===== src/rtl/clk_div_meas.sv =====
// Measures period and high time of a slow square wave against clk.
// Also reports the divide setting (period-1), lock and a sticky timeout.
module clk_div_meas #(
    parameter int unsigned CNT_W       = 11,
    parameter int unsigned SYNC_STAGES = 2
) (
    input  logic             clk,
    input  logic             rst,
    input  logic             en,
    input  logic             sig_in,
    output logic [CNT_W-1:0] period,
    output logic [CNT_W-1:0] high_time,
    output logic [CNT_W-1:0] div_n_out,
    output logic             meas_valid,
    output logic             locked,
    output logic             timeout
);

    localparam logic [CNT_W-1:0] CntMax = '1;
    localparam logic [CNT_W-1:0] CntOne = CNT_W'(1);

    typedef enum logic [0:0] {StIdle, StMeas} state_e;

    state_e                 state_q, state_d;
    logic [SYNC_STAGES-1:0] sync_q;
    logic                   sig_s, sig_d_q, rise;
    logic [CNT_W-1:0]       cnt_q, cnt_d, hcnt_q, hcnt_d;
    logic [CNT_W-1:0]       period_q, period_d, high_q, high_d, div_q, div_d;
    logic                   valid_q, valid_d, locked_q, locked_d, timeout_q, timeout_d;
    // Set once a result exists since leaving idle, so lock compares real periods only
    logic                   prev_ok_q, prev_ok_d;

    assign sig_s = sync_q[SYNC_STAGES-1];
    assign rise  = sig_s & ~sig_d_q;

    always_ff @(posedge clk or posedge rst) begin
        if (rst) begin
            sync_q  <= '0;
            sig_d_q <= 1'b0;
        end else begin
            sync_q  <= {sync_q[SYNC_STAGES-2:0], sig_in};
            sig_d_q <= sig_s;
        end
    end

    always_comb begin
        state_d   = state_q;
        cnt_d     = cnt_q;
        hcnt_d    = hcnt_q;
        period_d  = period_q;
        high_d    = high_q;
        div_d     = div_q;
        valid_d   = 1'b0;
        locked_d  = locked_q;
        timeout_d = timeout_q;
        prev_ok_d = prev_ok_q;
        if (!en) begin
            state_d   = StIdle;
            cnt_d     = '0;
            hcnt_d    = '0;
            locked_d  = 1'b0;
            prev_ok_d = 1'b0;
        end else begin
            case (state_q)
                StIdle: begin
                    cnt_d  = '0;
                    hcnt_d = '0;
                    if (rise) begin
                        state_d = StMeas;
                        cnt_d   = CntOne;
                        hcnt_d  = CntOne;
                    end
                end
                StMeas: begin
                    if (rise) begin
                        period_d  = cnt_q;
                        high_d    = hcnt_q;
                        div_d     = cnt_q - CntOne;
                        valid_d   = 1'b1;
                        timeout_d = 1'b0;
                        locked_d  = prev_ok_q && (cnt_q == period_q);
                        prev_ok_d = 1'b1;
                        cnt_d     = CntOne;
                        hcnt_d    = CntOne;
                    end else if (cnt_q == CntMax) begin
                        state_d   = StIdle;
                        timeout_d = 1'b1;
                        locked_d  = 1'b0;
                        prev_ok_d = 1'b0;
                        cnt_d     = '0;
                        hcnt_d    = '0;
                    end else begin
                        cnt_d  = cnt_q + CntOne;
                        hcnt_d = hcnt_q + {{(CNT_W-1){1'b0}}, sig_s};
                    end
                end
                default: state_d = StIdle;
            endcase
        end
    end

    always_ff @(posedge clk or posedge rst) begin
        if (rst) begin
            state_q   <= StIdle;
            cnt_q     <= '0;
            hcnt_q    <= '0;
            period_q  <= '0;
            high_q    <= '0;
            div_q     <= '0;
            valid_q   <= 1'b0;
            locked_q  <= 1'b0;
            timeout_q <= 1'b0;
            prev_ok_q <= 1'b0;
        end else begin
            state_q   <= state_d;
            cnt_q     <= cnt_d;
            hcnt_q    <= hcnt_d;
            period_q  <= period_d;
            high_q    <= high_d;
            div_q     <= div_d;
            valid_q   <= valid_d;
            locked_q  <= locked_d;
            timeout_q <= timeout_d;
            prev_ok_q <= prev_ok_d;
        end
    end

    assign period     = period_q;
    assign high_time  = high_q;
    assign div_n_out  = div_q;
    assign meas_valid = valid_q;
    assign locked     = locked_q;
    assign timeout    = timeout_q;

endmodule

===== config.mk =====
export PLATFORM = sky130hd
export DESIGN_NAME = clk_div_meas
export DESIGN_NICKNAME = d
export VERILOG_FILES = /design/src/rtl/clk_div_meas.sv
export SDC_FILE = /design/constraint.sdc
export NUM_CORES = 1
export LEC_CHECK = 0
export CORE_ASPECT_RATIO = 1.75
export CORE_MARGIN = 5
export CORE_UTILIZATION = 45
export CTS_BUF_LIST = sky130_fd_sc_hd__clkbuf_4 sky130_fd_sc_hd__clkbuf_8 sky130_fd_sc_hd__clkbuf_16
export DETAILED_ROUTE_END_ITERATION = 10
export PLACE_DENSITY_LB_ADDON = 0.08
export REMOVE_ABC_BUFFERS = 1
export SLEW_MARGIN = 20
export SYNTH_ARGS = -nofsm -noshare
export SYNTH_HDL_FRONTEND = slang
export SYNTH_SLANG_ARGS = --single-unit

===== constraint.sdc =====
create_clock -name clk -period 4.75 [get_ports clk]
set_clock_uncertainty 0.05 [all_clocks]
set_input_delay 0.7125 -clock clk [delete_from_list [all_inputs] [get_ports clk]]
set_output_delay 0.7125 -clock clk [all_outputs]
set_load 0.02 [all_outputs]

* Word-level counts from Yosys, hierarchy flattened *
Index checks and enable logic that the tools add are counted.

storage, ports and cells
  register bits after elaboration = 63
  input bits = 4
  output and inout bits = 36
  word-level logic and storage cells = 52

cells by class
  $add $sub $neg = 3
  equal/unequal tests = 4
  mux-type cells = 25
  bitwise logic cells = 3
  reductions and logical operators = 5

operators with widths
  kind                   number
  $mux 11                6
  $pmux 11 s2            2
  $mux 1                 16
  $add 11x1->11          1
  $add 11x1->11 const B  1
  $eq 11x11->1           1
  $eq 11x11->1 const B   1
  $sub 11x1->11 const B  1
  $reduce_and 3->1       2
  $ne 3x1->1 const B     1
  $ne 2x1->1 const B     1
  $not 1->1              2
  $pmux 1 s2             1
  $reduce_and 2->1       1
  $reduce_bool 2->1      1
  $and 1x1->1            1
  $logic_and 1x1->1      1

* Longest topological paths before layout *
Gate-level depths: netlist of the first run.

  depth in word-level cells = 5
  gate-level depth with buffers = 7
  gate-level depth less buffers = 6

* Worst setup path before layout of the first run *
Ideal clock, no wire load.

  kind = register to register
  start = register cnt_q[0]
  end = register div_q[10], in the netlist div_n_out[10]
  library setup time = 0.129 ns
  arrival = 1.693 ns
  data required time = 4.571 ns
  slack = 2.878 ns
  cell stages (with the launch flop) = 8
  buffers on the path = 1
  period minus slack after synthesis = 1.872 ns
  cell sequence = dfrtp_1 -> clkbuf_1 -> inv_1 -> ha_1 -> or4b_4 -> nor3_2 -> xnor2_1 -> o21ai_2

on the way
  word-level cells in the longest chain between the ends = 1

RTL lines
  item                    RTL line  text
  from (decl)             27        logic [CNT_W-1:0] cnt_q, cnt_d, hcnt_q, hcnt_d;
  from (signal assigned)  116       cnt_q <= cnt_d;
  $sub 11x1->11           78        div_d = cnt_q - CntOne;
  to (signal assigned)    120       div_q <= div_d;
  to (decl)               28        logic [CNT_W-1:0] period_q, period_d, high_q, high_d, div_q, div_d;

Every way passes these cells.
A chain may end at the register's enable or synchronous reset.

* Worst setup path after layout of the first run *
  start = register cnt_q[0]
  end = register cnt_q[3]

on the way
  word-level cells in the longest chain between the ends = 5

RTL lines
  item                                                  RTL line  text
  $add 11x1->11 / $eq 11x11->1 (equally long branches)  93, 85
  $mux 11 *                                             85        end else if (cnt_q == CntMax) begin
  $mux 11 *                                             75        if (rise) begin
  $pmux 11 s2 *                                         64        case (state_q)
  $mux 11 *                                             57        if (!en) begin
  via cnt_d[3]                                          27

The timed path passes the listed nets; every way through them passes the cells marked *.

==> results of run 1 <==
cell usage after synthesis, drive strengths merged:
master / instances / share of area (%)
nand2: 76 / 9.7
dfrtp: 63 / 53
nor2: 24 / 3.1
xnor2: 24 / 7.1
o21ai: 17 / 3.1
buf: 12 / 2.9
xor2: 12 / 3.6
nand3: 11 / 1.9
inv: 10 / 1.3
clkbuf: 9 / 1.2
nand4: 8 / 1.7
nor3: 5 / 1.2
ha: 4 / 1.7
nor4: 4 / 2.4
a21o: 2 / 0.51
a21oi: 2 / 0.34
a31oi: 2 / 0.42
and3: 2 / 0.47
and4: 2 / 0.64
o31ai: 2 / 0.51
or4: 2 / 0.76
a311oi: 1 / 0.30
and2: 1 / 0.21
mux2: 1 / 0.38
nand2b: 1 / 0.21
nor2b: 1 / 0.21
or2: 1 / 0.21
or3b: 1 / 0.30
or4b: 1 / 0.47
per-stage QoR:
stage	worst slack (ps)	utilization, %	instance area (um2)	hold slack [ps]	std cells
final	2530	56.2	3620	306	417
after global routing	2300	56.2	3620	319	417
after CTS	2460	56.2	3620	308	417
after detailed placement	2330	51.9	3350	297	403
after global placement	2360	51.9	3350	284	403
after floorplan	2250	-	2830	281	280
worst paths after layout:
kind	depth (start not counted)	slack, ps	from	endpoint
setup / recovery	5	2530	cnt_q[0]	cnt_q[3]
hold / removal	0	310	sync_q[0]	sync_q[1]
setup reg to reg	5	2530	cnt_q[0]	cnt_q[3]
hold reg to reg	0	310	sync_q[0]	sync_q[1]
max in group asynchronous	3	3050	rst	timeout
min in group asynchronous	2	720	rst	high_time[2]
critical path, delay by kind of cell, from the launching register on:
family	cells	cell delay (ps)
AND/OR/NAND/NOR	4	1190
flip-flops	1	510
adder cells (fa/ha/maj)	1	320
flip-flops by register name, summed over array words and instances, names as in the netlist, 2 cells and up:
signal     cells
period        11
sync_q         2
div_n_out     11
cnt_q         11
hcnt_q        11
high_time     11
area by class of cell:
cell class / instances / area share [%]
clock buffer: 13 / 7.40
clock inverter: 1 / 0.138
inverter: 10 / 1.04
multi-input combinational: 207 / 33.8
sequential: 63 / 43.6
tap: 82 / 2.84
timing repair buffer: 41 / 11.2
layer usage:
layer	track usage (%)	vias up
met5	0	-
met4	9.03	0
met3	3.59	9
met2	30.2	29
met1	18.1	1039
li1	-	1040
where the power goes:
group	internal (uW)	switching, uW	leakage [uW]
registers	572	20.3	0.000851
clock network	386	217	0.000138
logic	81.4	93.8	0.000666
total	1040	331	0.00165
layout by cell type (no fill, tap or decap), drive strengths merged:
cell type,n
and4,2
o31ai,2
nor3,5
nor2b,1
or3b,1
a21o,2
nand3,11
mux2,1
ha,4
nor2,24
nor4,4
clkbuf,13
or4b,1
xor2,12
a311oi,1
o21ai,17
clkinv,1
or4,2
nand2,76
buf,2
a31oi,2
or2,1
nand2b,1
a21oi,2
and2,1
nand4,8
and3,2
dfrtp,63
inv,10
clkdlybuf4s50,39
xnor2,24
cells by family (layout without fill, tap and decap cells):
family                     count (synthesis)  after routing
adders and majority gates                  4              4
xor gates and xnor gates                  36             36
buffers and inverters                     31             65
AOI/OAI and AO/OA                         26             26
muxes                                      1              1
DFF                                       63             63
and+or+nand+nor                          140            140
==> results.py, run 1 <==
metrics = {
    "outcome": {
        "outcome": "finished, final reports clean",
    },
    "critical_path": {
        "cp.arrival_ps": 2360,
        "crit_type": "reg2reg",
        "path_max_fanout": 17,
        "cp.required_ps": 4890,
        "endpoint_kind": "register",
        "cp_slowest_cell": "or2_1",
        "worstSetupStartpointType": "register",
        "worst_path_largest_cell_delay_ps": 550,
        "path_cells": "ha_1 > nand2_1 > nor4_4 > or2_1 > nor2_1",
    },
    "routing": {
        "postRouteAntennaNets": 0,
        "initialDrtViolationCount": 125,
        "vias_per_cell": 5.08,
        "route.met3.wl_um": 186,
        "route.vias.total": 2117,
        "dr_wl_met2_um": 3330,
        "wl_per_cell_um": 14.5,
        "drc": 0,
        "met1_length_um": 2440,
        "highest_layer": "met4",
        "drt_pass1_iterations": 4,
        "drt-total-wl_um": 6060,
    },
    "run": {
        "drv_cap": 0,
    },
    "die": {
        "die_h_um": 117,
        "die-area_um2": 8350,
        "start_util_pct": 45.8,
        "rows": 39,
        "core_area_um2": 6440,
        "die_w_um": 71.2,
        "io_pins": 40,
    },
    "layout": {
        "antenna_cells": 0,
        "drive_gt1_share_pct": 9.55,
        "multi_input_area_um2": 1220,
        "seqCellArea_um2": 1580,
        "nNetsFinal": 340,
        "fillers": 624,
        "syn2layout_area_growth_pct": 22.5,
    },
    "grt": {
        "grt_pass1_wl_um": 10600,
        "grt_pass1_vias": 2194,
        "overflow": 0,
        "antenna_found_initial": 0,
        "grt_max_degree": 49,
        "track_usage_pct": 16.8,
    },
    "yosys": {
        "synth_xor_area_share_pct": 10.7,
        "muxShareOfSynthArea_pct": 0.381,
        "synth_cell_types": 39,
        "synth_compound_area_share_pct": 5.21,
        "synth_area_per_cell_um2": 9.81,
        "synth_fa_ha_area_share_pct": 1.69,
        "synth-simple-area-share_pct": 23.3,
        "synth_area_um2": 2950,
        "ys_ff_latch": 63,
        "synthCells": 301,
        "ys_seq_area_share_pct": 53.4,
        "synth_top_family_by_area": "simple AND/OR/NAND/NOR gates",
        "yosysWarnings": 0,
    },
    "pwr": {
        "power_density_nw_per_um2": 379,
        "p_leak_uw": 0.00165,
        "p_total_uw": 1370,
        "ir_drop_uv": 240,
    },
    "sta": {
        "post-route-period-util_pct": 46.8,
        "slew_headroom_pct": 52.1,
        "setup_tns_ps": 0,
        "setup_viol": 0,
        "fin_crit_ps": 2220,
        "finalMaxSlewViolations": 0,
        "hold_viol_final": 0,
        "fmax_ghz": 0.450,
        "rsz0062_at_grt": "no",
        "worst_pin_slew_ps": 718,
    },
    "clocking": {
        "root_buffer": "clkbuf_16",
        "postCtsSetupBuffers": 0,
        "cts_tree": "done",
        "worstSkewPairLatency_ps": 330,
        "clockBufferDepth": 2,
        "cts_num_sinks": 63,
        "cts_resized": 0,
        "postCtsHoldBufs": 0,
        "path_clk_slew_ps": 50,
        "numCtsBuffers": 9,
        "h-tree-depth": 3,
    },
    "place": {
        "port_buffers": 39,
        "place_congestion": 0.798,
        "place_hpwl_um": 4130,
    },
    "worst_hold_path": {
        "hp-class": "reg2reg",
    },
}
(Power assumes the default switching activity.)
==> inputs of run 2 (changes only) <==
==> constraint.sdc (replaced) <==
create_clock -name clk -period 1.9 [get_ports clk]
set_clock_uncertainty 0.05 [all_clocks]
set_input_delay 0.285 -clock clk [delete_from_list [all_inputs] [get_ports clk]]
set_output_delay 0.285 -clock clk [all_outputs]
set_load 0.02 [all_outputs]
==> results.py, run 2 (synthesis gave the netlist of run 1 again) <==
metrics = {
    "layout": {
        "final_cell_area_um2": 3870,
        "antenna_cells": 0,
        "syn2layout_area_growth_pct": 31.2,
        "nNetsFinal": 364,
        "fillers": 593,
        "final_cell_mix": "nand2_1, dfrtp_1, clkdlybuf4s50_1",
        "mostFrequentLayoutCell": "nand2_1",
        "drive_gt1_share_pct": 16.9,
    },
    "die": {
        "start_util_pct": 45.8,
        "die-area_um2": 8350,
        "io_pins": 40,
        "die_h_um": 117,
        "rows": 39,
        "die_w_um": 71.2,
        "core_area_um2": 6440,
    },
    "sta": {
        "setup_ws_ps": 86.5,
        "fmax_ghz": 0.551,
        "slew_headroom_pct": 76.3,
        "setup_viol": 0,
        "worst_pin_slew_ps": 356,
        "fin_crit_ps": 1810,
        "post-route-period-util_pct": 95.4,
        "hold_viol_final": 0,
        "rsz0062_at_grt": "no",
        "finalMaxSlewViolations": 0,
    },
    "clocking": {
        "postCtsSetupBuffers": 0,
        "cts_num_sinks": 63,
        "cts_tree": "done",
        "path_clk_slew_ps": 50,
        "h-tree-depth": 3,
        "clockBufferDepth": 2,
        "numCtsBuffers": 9,
        "worstSkewPairLatency_ps": 330,
        "root_buffer": "clkbuf_16",
    },
    "critical_path": {
        "worstSetupStartpointType": "register",
        "cp.depth": 6,
        "reg2reg_slack_ps": 90,
        "r2r-start": "sync_q[1]",
        "cp.arrival_ps": 1990,
        "cp.required_ps": 2070,
        "r2r_cells": 6,
        "r2r_end": "hcnt_q[10]",
        "cp_slowest_cell": "or3b_2",
        "cp_top_family": "simple AND/OR/NAND/NOR gates",
        "worst_path_largest_cell_delay_ps": 460,
        "crit_start": "sync_q[1]",
        "cp-endpoint": "hcnt_q[10]",
        "crit_buf_inv": 0,
        "crit_type": "reg2reg",
        "path_max_fanout": 4,
        "endpoint_kind": "register",
        "path_cells": "ha_2 > ha_1 > and4_1 > or3b_2 > xor2_1 > nor2_1",
    },
    "place": {
        "place_area_um2": 3550,
        "port_buffers": 39,
        "place_hpwl_um": 4890,
        "place_congestion": 0.838,
        "dp_slack_ps": 54.3,
    },
    "routing": {
        "vias_per_cell": 4.95,
        "initialDrtViolationCount": 94,
        "wl_per_cell_um": 14.9,
        "route.vias.total": 2194,
        "drt-total-wl_um": 6590,
        "postRouteAntennaNets": 0,
        "drt_pass1_iterations": 4,
        "drc": 0,
    },
    "grt": {
        "grt_pass1_vias": 2349,
        "grt_pass1_wl_um": 11400,
        "overflow": 0,
        "track_usage_pct": 18.0,
        "grt_max_degree": 54,
        "antenna_found_initial": 0,
    },
    "run": {
        "drv_cap": 0,
    },
    "pwr": {
        "ir_drop_uv": 832,
        "power_density_nw_per_um2": 944,
        "p_total_uw": 3660,
        "p_leak_uw": 0.00181,
    },
    "worst_hold_path": {
        "hp-class": "in2async",
    },
    "outcome": {
        "outcome": "finished, final reports clean",
    },
}
[run 2: metal layers]
metal	part of all wire, %	vias up	global-route usage [%]
met5	0	-	0
met4	2.3	0	9.28
met3	3.4	13	4.53
met2	56	32	32.6
met1	38	1063	19.1
li1	-	1086	-
[run 2: stage by stage]
step                      instances  util (%)  TNS (ps)  hold slack, ps
final                           443      60.1         0             153
after CTS                       443      60.0         0             157
after global placement          427      55.1         0             295
after floorplan                 280         -    -11250             266
after global routing            443      60.1         0             178
after detailed placement        427      55.1         0             294
[run 2: timing repair]
item	in CTS	in global routing
resized for setup	0	3
hold buffers	0	0
endpoints found under the setup margin	0	3
[run 2: cell type report]
class	instances	area (um2)	area share (%)
Clock buffer	13	274	7.07
Tap cell	82	103	2.65
Clock inverter	3	40.0	1.03
Timing Repair Buffer	65	611	15.8
Sequential cell	63	1580	40.7
Inverter	10	37.5	0.969
Multi-Input combinational cell	207	1230	31.8
[run 2: power by group]
| part | switching (uW) | internal (uW) |
|---|---|---|
| Combinational | 244 | 223 |
| Clock | 577 | 1130 |
| Sequential | 51.5 | 1430 |
[run 2: how the worst min path moves through the flow]
stage	from	endpoint	slack [ps]	cells past startpoint
after floorplan	sig_in	sync_q[0]	270	0
final	rst	div_n_out[8]	150	2
after global routing	rst	period[6]	180	2
after global placement	sync_q[0]	sync_q[1]	300	0
after CTS	rst	div_n_out[8]	160	2
after detailed placement	sync_q[0]	sync_q[1]	290	0
==> inputs of run 3 (changes only) <==
--- a/config.mk
+++ b/config.mk
@@ -5,6 +5,7 @@
 export SDC_FILE = /design/constraint.sdc
 export NUM_CORES = 1
 export LEC_CHECK = 0
+export CAP_MARGIN = 15
 export CORE_ASPECT_RATIO = 1.75
 export CORE_MARGIN = 5
 export CORE_UTILIZATION = 45
@@ -12,6 +13,7 @@
 export DETAILED_ROUTE_END_ITERATION = 10
 export PLACE_DENSITY_LB_ADDON = 0.08
 export REMOVE_ABC_BUFFERS = 1
+export SKIP_LAST_GASP = 1
 export SLEW_MARGIN = 20
 export SYNTH_ARGS = -nofsm -noshare
 export SYNTH_HDL_FRONTEND = slang
==> results of run 3 <==
Final layout, timing and power as in run 2 (identical DEF).
